## config.mk

```make
export PLATFORM = sky130hd
export DESIGN_NAME = jtframe_joyser
export DESIGN_NICKNAME = d
export VERILOG_FILES = /design/src/rtl/jtframe_joyser_pkg.sv /design/src/rtl/jtframe_joyser_sync.sv /design/src/rtl/jtframe_joyser.sv
export SDC_FILE = /design/constraint.sdc
export NUM_CORES = 1
export LEC_CHECK = 0
export BUFFER_PORTS_ARGS = -buffer_cell sky130_fd_sc_hd__buf_2
export CORE_ASPECT_RATIO = 0.6
export CORE_MARGIN = 1.5
export CORE_UTILIZATION = 50
export DETAILED_ROUTE_END_ITERATION = 10
export GPL_ROUTABILITY_DRIVEN = 0
export PLACE_DENSITY_LB_ADDON = 0.08
export SLEW_MARGIN = 20
export SYNTH_ARGS = -nofsm -noshare
export SYNTH_HDL_FRONTEND = slang
export SYNTH_SLANG_ARGS = --single-unit
export TNS_END_PERCENT = 50
```

## constraint.sdc

```tcl
create_clock -name clk_sys -period 3.4 [get_ports clk_sys]
set_clock_uncertainty 0.1 [all_clocks]
set_input_delay 0.17 -clock clk_sys [delete_from_list [all_inputs] [get_ports clk_sys]]
set_output_delay 0.17 -clock clk_sys [all_outputs]
set_load 0.01 [all_outputs]
```

## src/rtl/jtframe_joyser_pkg.sv

```systemverilog
// jtframe_joyser_pkg: shared state encoding and slot helpers for the
// DB15 serial joystick poller.
package jtframe_joyser_pkg;

    // Width of one joystick word presented to the frame
    localparam int JOYW = 16;

    typedef enum logic [2:0] {
        ST_GAP,
        ST_LOAD,
        ST_SETTLE,
        ST_LOW,
        ST_HIGH,
        ST_DONE
    } joyser_state_e;

    // Bit base of player p inside a packed joystick bus
    function automatic int slot(input int p);
        return p * JOYW;
    endfunction

    // Integer maximum, used to size the shared half-period counter
    function automatic int imax(input int a, input int b);
        return (a > b) ? a : b;
    endfunction

endpackage

```

## src/rtl/jtframe_joyser_sync.sv

```systemverilog
// jtframe_joyser_sync: two-flop synchroniser for asynchronous pins.
// Resets to RST_VAL so an idle (pulled-up) pin reads as inactive.
module jtframe_joyser_sync
    import jtframe_joyser_pkg::*;
#(
    parameter int              WIDTH   = 1,
    parameter logic [WIDTH-1:0] RST_VAL = '1
) (
    input  logic             clk,
    input  logic             rst,
    input  logic [WIDTH-1:0] d,
    output logic [WIDTH-1:0] q
);

    logic [WIDTH-1:0] meta_q;
    logic [WIDTH-1:0] meta_d;
    logic [WIDTH-1:0] sync_q;
    logic [WIDTH-1:0] sync_d;

    // Next values simply step the pin through the two stages
    always_comb begin
        meta_d = d;
        sync_d = meta_q;
    end

    // Synchroniser stages, reset to the idle pin level
    always_ff @(posedge clk) begin
        if (rst) begin
            meta_q <= RST_VAL;
            sync_q <= RST_VAL;
        end else begin
            meta_q <= meta_d;
            sync_q <= sync_d;
        end
    end

    assign q = sync_q;

endmodule

```

## src/rtl/jtframe_joyser.sv

```systemverilog
// jtframe_joyser: polls a 74HC165 chain and muxes serial vs USB joysticks.
// Optional: define JTFRAME_JOYSER_DEBOUNCE_EN to require two equal frames.
module jtframe_joyser
    import jtframe_joyser_pkg::*;
#(
    parameter int PLAYERS = 2,
    parameter int BITS    = 12,
    parameter int CLKDIV  = 24,
    parameter int GAP     = 1024
) (
    input  logic                    clk_sys,
    input  logic                    rst,
    output logic                    JOY_CLK,
    output logic                    JOY_LOAD,
    input  logic                    JOY_DATA,
    input  logic [16*PLAYERS-1:0]   usb_joy,
    input  logic [PLAYERS-1:0]      src_sel,
    output logic [16*PLAYERS-1:0]   joy_ser,
    output logic [16*PLAYERS-1:0]   joystick,
    output logic                    frame_done
);

    localparam int TOTAL = PLAYERS * BITS;
    localparam int W     = JOYW * PLAYERS;
    localparam int CMAX  = imax(CLKDIV, GAP);
    localparam int CW    = (CMAX > 1) ? $clog2(CMAX) : 1;
    localparam int KW    = (TOTAL > 1) ? $clog2(TOTAL) : 1;

    localparam logic [CW-1:0] DIV_LAST = CW'(CLKDIV - 1);
    localparam logic [CW-1:0] GAP_LAST = CW'(GAP - 1);
    localparam logic [KW-1:0] K_LAST   = KW'(TOTAL - 1);

    joyser_state_e    state_q;
    joyser_state_e    state_d;
    logic [CW-1:0]    cnt_q;
    logic [CW-1:0]    cnt_d;
    logic [KW-1:0]    k_q;
    logic [KW-1:0]    k_d;
    logic [TOTAL-1:0] shift_q;
    logic [TOTAL-1:0] shift_d;
    logic [W-1:0]     ser_q;
    logic [W-1:0]     ser_d;
    logic [W-1:0]     joystick_q;
    logic [W-1:0]     joystick_d;
    logic             done_q;
    logic             done_d;
    logic             jclk_q;
    logic             jclk_d;
    logic             jload_q;
    logic             jload_d;
`ifdef JTFRAME_JOYSER_DEBOUNCE_EN
    logic [W-1:0]     prev_q;
    logic [W-1:0]     prev_d;
`endif

    logic             data_s;
    logic             cnt_last;
    logic [W-1:0]     frame_w;

    jtframe_joyser_sync #(
        .WIDTH   (1),
        .RST_VAL (1'b1)
    ) u_sync (
        .clk (clk_sys),
        .rst (rst),
        .d   (JOY_DATA),
        .q   (data_s)
    );

    // Re-pack the serial stream into slots; unused upper bits stay zero,
    // and each output slot picks the serial or USB word.
    for (genvar p = 0; p < PLAYERS; p++) begin : g_slot
        localparam int B0 = slot(p);

        assign frame_w[B0 +: BITS] = shift_q[p*BITS +: BITS];

        if (BITS < JOYW) begin : g_pad
            assign frame_w[B0+BITS +: JOYW-BITS] = '0;
        end

        assign joystick_d[B0 +: JOYW] = src_sel[p] ?
                                        ser_q[B0 +: JOYW] :
                                        usb_joy[B0 +: JOYW];
    end

    // Current state has spent its full duration
    always_comb begin
        cnt_last = (state_q == ST_GAP) ? (cnt_q == GAP_LAST)
                                       : (cnt_q == DIV_LAST);
    end

    // Frame sequencer: gap, load, settle, then LOW/HIGH per bit, done
    always_comb begin
        state_d = state_q;
        cnt_d   = cnt_q + CW'(1);
        k_d     = k_q;
        shift_d = shift_q;
        ser_d   = ser_q;
        done_d  = 1'b0;
`ifdef JTFRAME_JOYSER_DEBOUNCE_EN
        prev_d  = prev_q;
`endif
        unique case (state_q)
            ST_GAP: begin
                if (cnt_last) state_d = ST_LOAD;
            end
            ST_LOAD: begin
                if (cnt_last) state_d = ST_SETTLE;
            end
            ST_SETTLE: begin
                if (cnt_last) begin
                    state_d = ST_LOW;
                    k_d     = '0;
                end
            end
            ST_LOW: begin
                if (cnt_last) begin
                    shift_d[k_q] = ~data_s;
                    state_d      = ST_HIGH;
                end
            end
            ST_HIGH: begin
                if (cnt_last) begin
                    if (k_q == K_LAST) begin
                        state_d = ST_DONE;
                    end else begin
                        k_d     = k_q + KW'(1);
                        state_d = ST_LOW;
                    end
                end
            end
            ST_DONE: begin
                state_d = ST_GAP;
`ifdef JTFRAME_JOYSER_DEBOUNCE_EN
                prev_d = frame_w;
                if (frame_w == prev_q) begin
                    ser_d  = frame_w;
                    done_d = 1'b1;
                end
`else
                ser_d  = frame_w;
                done_d = 1'b1;
`endif
            end
            default: begin
                state_d = ST_GAP;
            end
        endcase
        // Every state starts timing from zero on entry
        if (state_d != state_q) cnt_d = '0;
        jclk_d  = (state_d == ST_HIGH);
        jload_d = (state_d != ST_LOAD);
    end

    // Sequencer, frame and output registers
    always_ff @(posedge clk_sys) begin
        if (rst) begin
            state_q    <= ST_GAP;
            cnt_q      <= '0;
            k_q        <= '0;
            shift_q    <= '0;
            ser_q      <= '0;
            joystick_q <= '0;
            done_q     <= 1'b0;
            jclk_q     <= 1'b0;
            jload_q    <= 1'b1;
`ifdef JTFRAME_JOYSER_DEBOUNCE_EN
            prev_q     <= '0;
`endif
        end else begin
            state_q    <= state_d;
            cnt_q      <= cnt_d;
            k_q        <= k_d;
            shift_q    <= shift_d;
            ser_q      <= ser_d;
            joystick_q <= joystick_d;
            done_q     <= done_d;
            jclk_q     <= jclk_d;
            jload_q    <= jload_d;
`ifdef JTFRAME_JOYSER_DEBOUNCE_EN
            prev_q     <= prev_d;
`endif
        end
    end

    assign JOY_CLK    = jclk_q;
    assign JOY_LOAD   = jload_q;
    assign joy_ser    = ser_q;
    assign joystick   = joystick_q;
    assign frame_done = done_q;

endmodule
```

-- Word level (Yosys, flattened, before mapping)
Index checks and enable logic that the tools add are counted.
- memory bits (read-only): 0
- output and inout bits: 67
- flip-flop bits (word level): 103
- bits in latches: 0
- memories kept: 0
- logic and storage cells: 58
- input bits: 37
- bits in writable memories: 0
- add/sub/neg operators: 2
- $lt $le $gt $ge: 2
- multiplexer cells: 18
- $mul: 0
- div/mod/pow operators: 0
- reduce and logical (&&, ||, !) cells: 8
- shift operators: 0
- bitwise operators: 1
- equal/unequal tests: 14
- operators with widths (cell ; number):
    $bwmux W24 ; 1
    $mux W12 ; 2
    $mux W3 ; 6
    $mux W5 ; 3
    $pmux W3 S5 ; 1
    $add A10 B1 Y10 const B ; 1
    $eq A10 B10 Y1 const B ; 1
    $eq A10 B5 Y1 const B ; 1
    $pmux W5 S2 ; 1
    $eq A3 B3 Y1 const B ; 3
    $eq A3 B2 Y1 const B ; 2
    $lt A5 B6 Y1 const B ; 1
    $ne A2 B2 Y1 const B ; 3
    $reduce_or A2 Y1 ; 3
    $add A5 B1 Y5 const B ; 1
    $demux W1 S5 ; 1
    $eq A5 B5 Y1 const B ; 1
    $ge A5 B1 Y1 const B ; 1
    $reduce_and A4 Y1 ; 1
    $eq A3 B1 Y1 const B ; 1
    $logic_not A3 Y1 ; 1
    $mux W1 ; 3
    $ne A3 B1 Y1 const B ; 1
    $ne A3 B3 Y1 ; 1
    4 further kinds ; 4

-- Longest topological paths before layout
- depth in word-level cells: 6
- gate-level depth with buffers: 7
- gate-level depth less buffers: 6

-- Hierarchy
From an unflattened synthesis, not the netlist that was laid out.
- cells, all modules: 459
- area, all modules: 4170.2 sq um
- modules (own cells, without submodules) (module ; cells an instance ; area each (sq um) ; instances):
    jtframe_joyser ; 455 ; 4117.7 ; 1
    jtframe_joyser_sync ; 4 ; 52.6 ; 1

-- Worst setup path before layout
OpenSTA, ideal clock, no wires.
- path kind: reg2reg
- start point: register cnt_q[0]
- end point: register k_q[2]
- slack: 0.992 ns
- setup time: 0.070 ns
- stages on the path, launching flop included: 7
- arrival: 2.238 ns
- cell sequence: dfxtp_1 ha_1 nand4_1 or4_4 a221o_1 or4_1 a21oi_1
- word-level cells in the longest chain between the ends: 4
- elaborated cells on any way between the ends: 6
- ends and longest elaborated chain (item ; RTL line ; text):
    start: declaration ; jtframe_joyser.sv:35 ; logic [CW-1:0] cnt_q;
    start signal: assignment ; jtframe_joyser.sv:172 ; cnt_q <= cnt_d;
    $eq A10 B5 Y1 / $eq A10 B10 Y1 (equally long branches) ; jtframe_joyser.sv:89, jtframe_joyser.sv:88 ;
    $mux W1 (*) ; jtframe_joyser.sv:88 ; cnt_last = (state_q == ST_GAP) ? (cnt_q == GAP_LAST)
    $ne A2 B2 Y1 (no line) ; n/a ;
    $reduce_and A4 Y1 (no line) (*) ; n/a ;
    end signal: assignment ; jtframe_joyser.sv:173 ; k_q <= k_d;
    end: declaration ; jtframe_joyser.sv:37 ; logic [KW-1:0] k_q;
Mark *: on every way between the ends. The rest lies on a longest branch, timed or not.
A chain may end at the register's enable or synchronous reset.

-- Final worst setup path
Same ends and word-level chain as after synthesis.

==> impl_metrics.csv <==
group,metric,value,unit
detailed_routing,drt_first_pass_iters,4,
global_routing,grt_first_pass_wirelength,14400,µm
cts,cts.reportedPaths.clkPinSlew,0.07,ns
placed_design,postPlaceCellArea,0.00457,mm²
logic_synthesis,postSynthCellCount,459,
finish,leading_cell_type_in_the_layout_fill_and_taps_excluded,"sky130_fd_sc_hd__dfxtp_1",
sta,fin_worst_hold_slack,0.221,ns
logic_synthesis,synthesis.area,0.00410,mm²
logic_synthesis,synth_sequential_area_ratio,0.503,
setup_path,timing.critical_path.from_type,"register",
placed_design,place.port_buffers,95,
floorplan,num_rows,25,
detailed_routing,routed_wire_length_per_instance,13.0,µm
setup_path,critPathMaxFanout,8,
power,power_frac_clock,0.425,
logic_synthesis,synth-main-ff-cell,"sky130_fd_sc_hd__dfxtp_1",
power,p_sw_frac,0.216,
hold_path,hold_path_class,"in2reg",
global_routing,gr-total-overflow,0,
finish,seqCellArea,0.00206,mm²
sta,timing.final.hold_violations,0,
global_routing,globalRouteTotalUtil,0.206,
logic_synthesis,yosys_register_bits,103,
cts,clock-root-buffer,"sky130_fd_sc_hd__clkbuf_16",
setup_path,timing.critical_path.cells,"ha_1 > nand4_1 > or4_4 > a221o_1 > or4_1 > a21oi_1",
cts,max-clock-path-buffers,2,
finish,net_count_final,610,
cts,clock_latency,0.34,ns
sta,min_period_over_period,0.789,
logic_synthesis,postSynth.asyncResetShare,0,
global_routing,grt_max_degree,47,
flow_run,drv_cap,0,
cts,cts_setup_buffers,0,
cts,numCtsBuffers,9,
detailed_routing,finalWirelength,8820,µm
sta,final.min_clock_period,2.68,ns
finish,design_area,0.00520,mm²
setup_path,element_type_at_the_critical_path_end,"register",
finish,final_cell_mix,"sky130_fd_sc_hd__dfxtp_1 (103), sky130_fd_sc_hd__buf_2 (95), sky130_fd_sc_hd__nand2_1 (65)",
logic_synthesis,syn_avg_cell_area,8.94,µm²
status,outcome,"completed",
power,pwr-share-comb,0.064,
floorplan,fp.dieH,73.2,µm
power,power.leakage,2.19,nW
logic_synthesis,synth.lib_cells_used.distinct,50,
detailed_routing,detail-route-antenna-nets,0,
power,cellPowerDensity,466,mW/mm²
power,intPower,1.90,mW
floorplan,placeableCoreArea,0.00791,mm²
sta,final-setup-viol-count,0,
floorplan,floorplan.die_area,0.00877,mm²
floorplan,io_pins,104,
finish,number_of_inserted_filler_cells_in_the_final_layout,655,
setup_path,critical_path_arrival,2.85,ns
cts,cts_tree,"yes",
finish,multiInputGateArea,0.00184,mm²
setup_path,worst_path_max_delay_cell,"sky130_fd_sc_hd__or4_4",
logic_synthesis,synth_warnings,0,
global_routing,number_of_antenna_violations_at_the_first_check_in_global_routing,0,
floorplan,initial_utilization,0.518,
sta,unrepaired_setup_endpoints_after_global_routing,"false",
finish,flow.area_growth_from_synthesis,26.9,%
cts,clock-sinks,103,
placed_design,post-dp-hpwl,5880,µm
sta,timing.final.max_slew_violations,0,
setup_path,crit_type,"reg2reg",
sta,totalNegativeSetupSlack,0,ns
detailed_routing,route.detailed.vias_per_inst,5.12,
finish,share_of_cells_above_drive_strength_1,0.225,
setup_path,timing.critical_path.slowest_cell_delay,0.60,ns
detailed_routing,drtIter0Drc,266,
cts,clock_tree.htree_level_count,3,
sta,worstMarginPinSlew,0.839,ns
global_routing,first_global_vias,3093,
sta,slew_hr,0.440,
setup_path,required,3.56,ns
detailed_routing,route.vias.total,3485,
logic_synthesis,number_of_enable_flip_flop_cells_after_synthesis,0,
detailed_routing,detail_route.drc_violations,0,
power,max-vdd-ir-drop,0.341,mV
finish,insertedDiodeCount,0,
sta,max_freq,0.373,GHz
power,power.switching,523,µW
floorplan,die_x,120,µm
power,pwr-share-seq,0.512,
## layer usage
layer,vias to the layer above,GRT usage,share of wire
met4,0,0.0608,0.0042
met2,103,0.319,0.43
met1,1587,0.283,0.51
met3,4,0.0563,0.053
li1,1791,-,-
met5,-,0,0
## final cells by class
type / instances / area share
multi-input combinational: 314 / 0.353
timing repair buffer: 131 / 0.159
sequential: 103 / 0.396
clock inverter: 6 / 0.0130
inverter: 9 / 0.00649
clock buffer: 10 / 0.0459
tap: 108 / 0.0260
## worst paths after layout
kind | start | end | slack [ns] | cells after the start
setup / recovery | cnt_q[0]$_SDFF_PP0_ | k_q[2]$_SDFFE_PP0P_ | 0.72 | 6
hold / removal | src_sel[1] | joystick[16]$_SDFF_PP0_ | 0.22 | 3
setup reg to reg | cnt_q[0]$_SDFF_PP0_ | k_q[2]$_SDFFE_PP0P_ | 0.72 | 6
hold reg to reg | u_sync.meta_q$_SDFF_PP1_ | u_sync.q$_SDFF_PP1_ | 0.31 | 1
## synth_stat cells, types with 5 or more instances
master	instances	area, µm²
sky130_fd_sc_hd__dfxtp_1	103	2060
sky130_fd_sc_hd__nand2_1	65	244
sky130_fd_sc_hd__nor2_1	50	188
sky130_fd_sc_hd__a21oi_1	45	225
sky130_fd_sc_hd__mux2i_1	24	240
sky130_fd_sc_hd__clkbuf_1	22	82.6
sky130_fd_sc_hd__a311oi_1	14	123
sky130_fd_sc_hd__nand3_1	12	60.1
sky130_fd_sc_hd__and2_1	10	62.6
sky130_fd_sc_hd__inv_1	9	33.8
sky130_fd_sc_hd__a211oi_1	8	60.1
sky130_fd_sc_hd__a31oi_1	8	50.1
sky130_fd_sc_hd__buf_4	8	60.1
sky130_fd_sc_hd__nand4_1	6	37.5
sky130_fd_sc_hd__nor3_1	6	30.0
sky130_fd_sc_hd__buf_2	5	25.0
sky130_fd_sc_hd__ha_1	5	62.6
sky130_fd_sc_hd__nor2b_1	5	31.3
sky130_fd_sc_hd__or2_2	5	31.3
sky130_fd_sc_hd__xnor2_1	5	43.8
## power by group through the flow
stage                     Sequential (mW)  Combinational (mW)  Clock, mW
after detailed placement             1.27               0.125          0
final                                1.24               0.155       1.03
after floorplan                      1.27              0.0881          0
after global routing                 1.24               0.170       1.12
after CTS                            1.24               0.155       1.06
after global placement               1.27               0.124          0
## sequential cells by signal, indices dropped and copies added, names as in the netlist
| signal | flops |
|---|---|
| JOY_CLK | 1 |
| frame_done | 1 |
| cnt_q | 10 |
| k_q | 5 |
| JOY_LOAD | 1 |
| u_sync.meta_q | 1 |
| joy_ser | 24 |
| u_sync.q | 1 |
| state_q | 3 |
| shift_q | 24 |
| joystick | 32 |
## logic make-up after synthesis
kind of cell | Yosys count | synth area share
simple gates | 182 | 0.214
mux | 25 | 0.0613
fa+ha+maj | 5 | 0.0153
other cells | 1 | 0.000914
compound gates | 86 | 0.133
buf+inv | 49 | 0.0555
flops | 103 | 0.503
xor+xnor | 8 | 0.0171
## metrics by stage
step	power [mW]	utilization	setup slack, ns	cells
after floorplan	1.36	-	0.992	466
after global placement	1.39	0.577	0.856	632
after detailed placement	1.39	0.577	0.776	632
after CTS	2.46	0.658	0.758	681
after global routing	2.53	0.658	0.605	681
final	2.43	0.658	0.716	681
## worst max-delay path, delay by kind of cell (launching register included)
| family | cells | cell delay (ns) |
|---|---|---|
| AO/OA/AOI/OAI | 2 | 0.60 |
| adder cells (fa/ha/maj) | 1 | 0.25 |
| AND/OR/NAND/NOR | 3 | 1.27 |
| flip-flops | 1 | 0.38 |
## timing repair
item                                    CTS  global route
hold buffers                             33             0
endpoints found under the hold margin    33             0
resized for setup                         0             0
endpoints found under the setup margin    0             0
(Power assumes the default switching activity.)
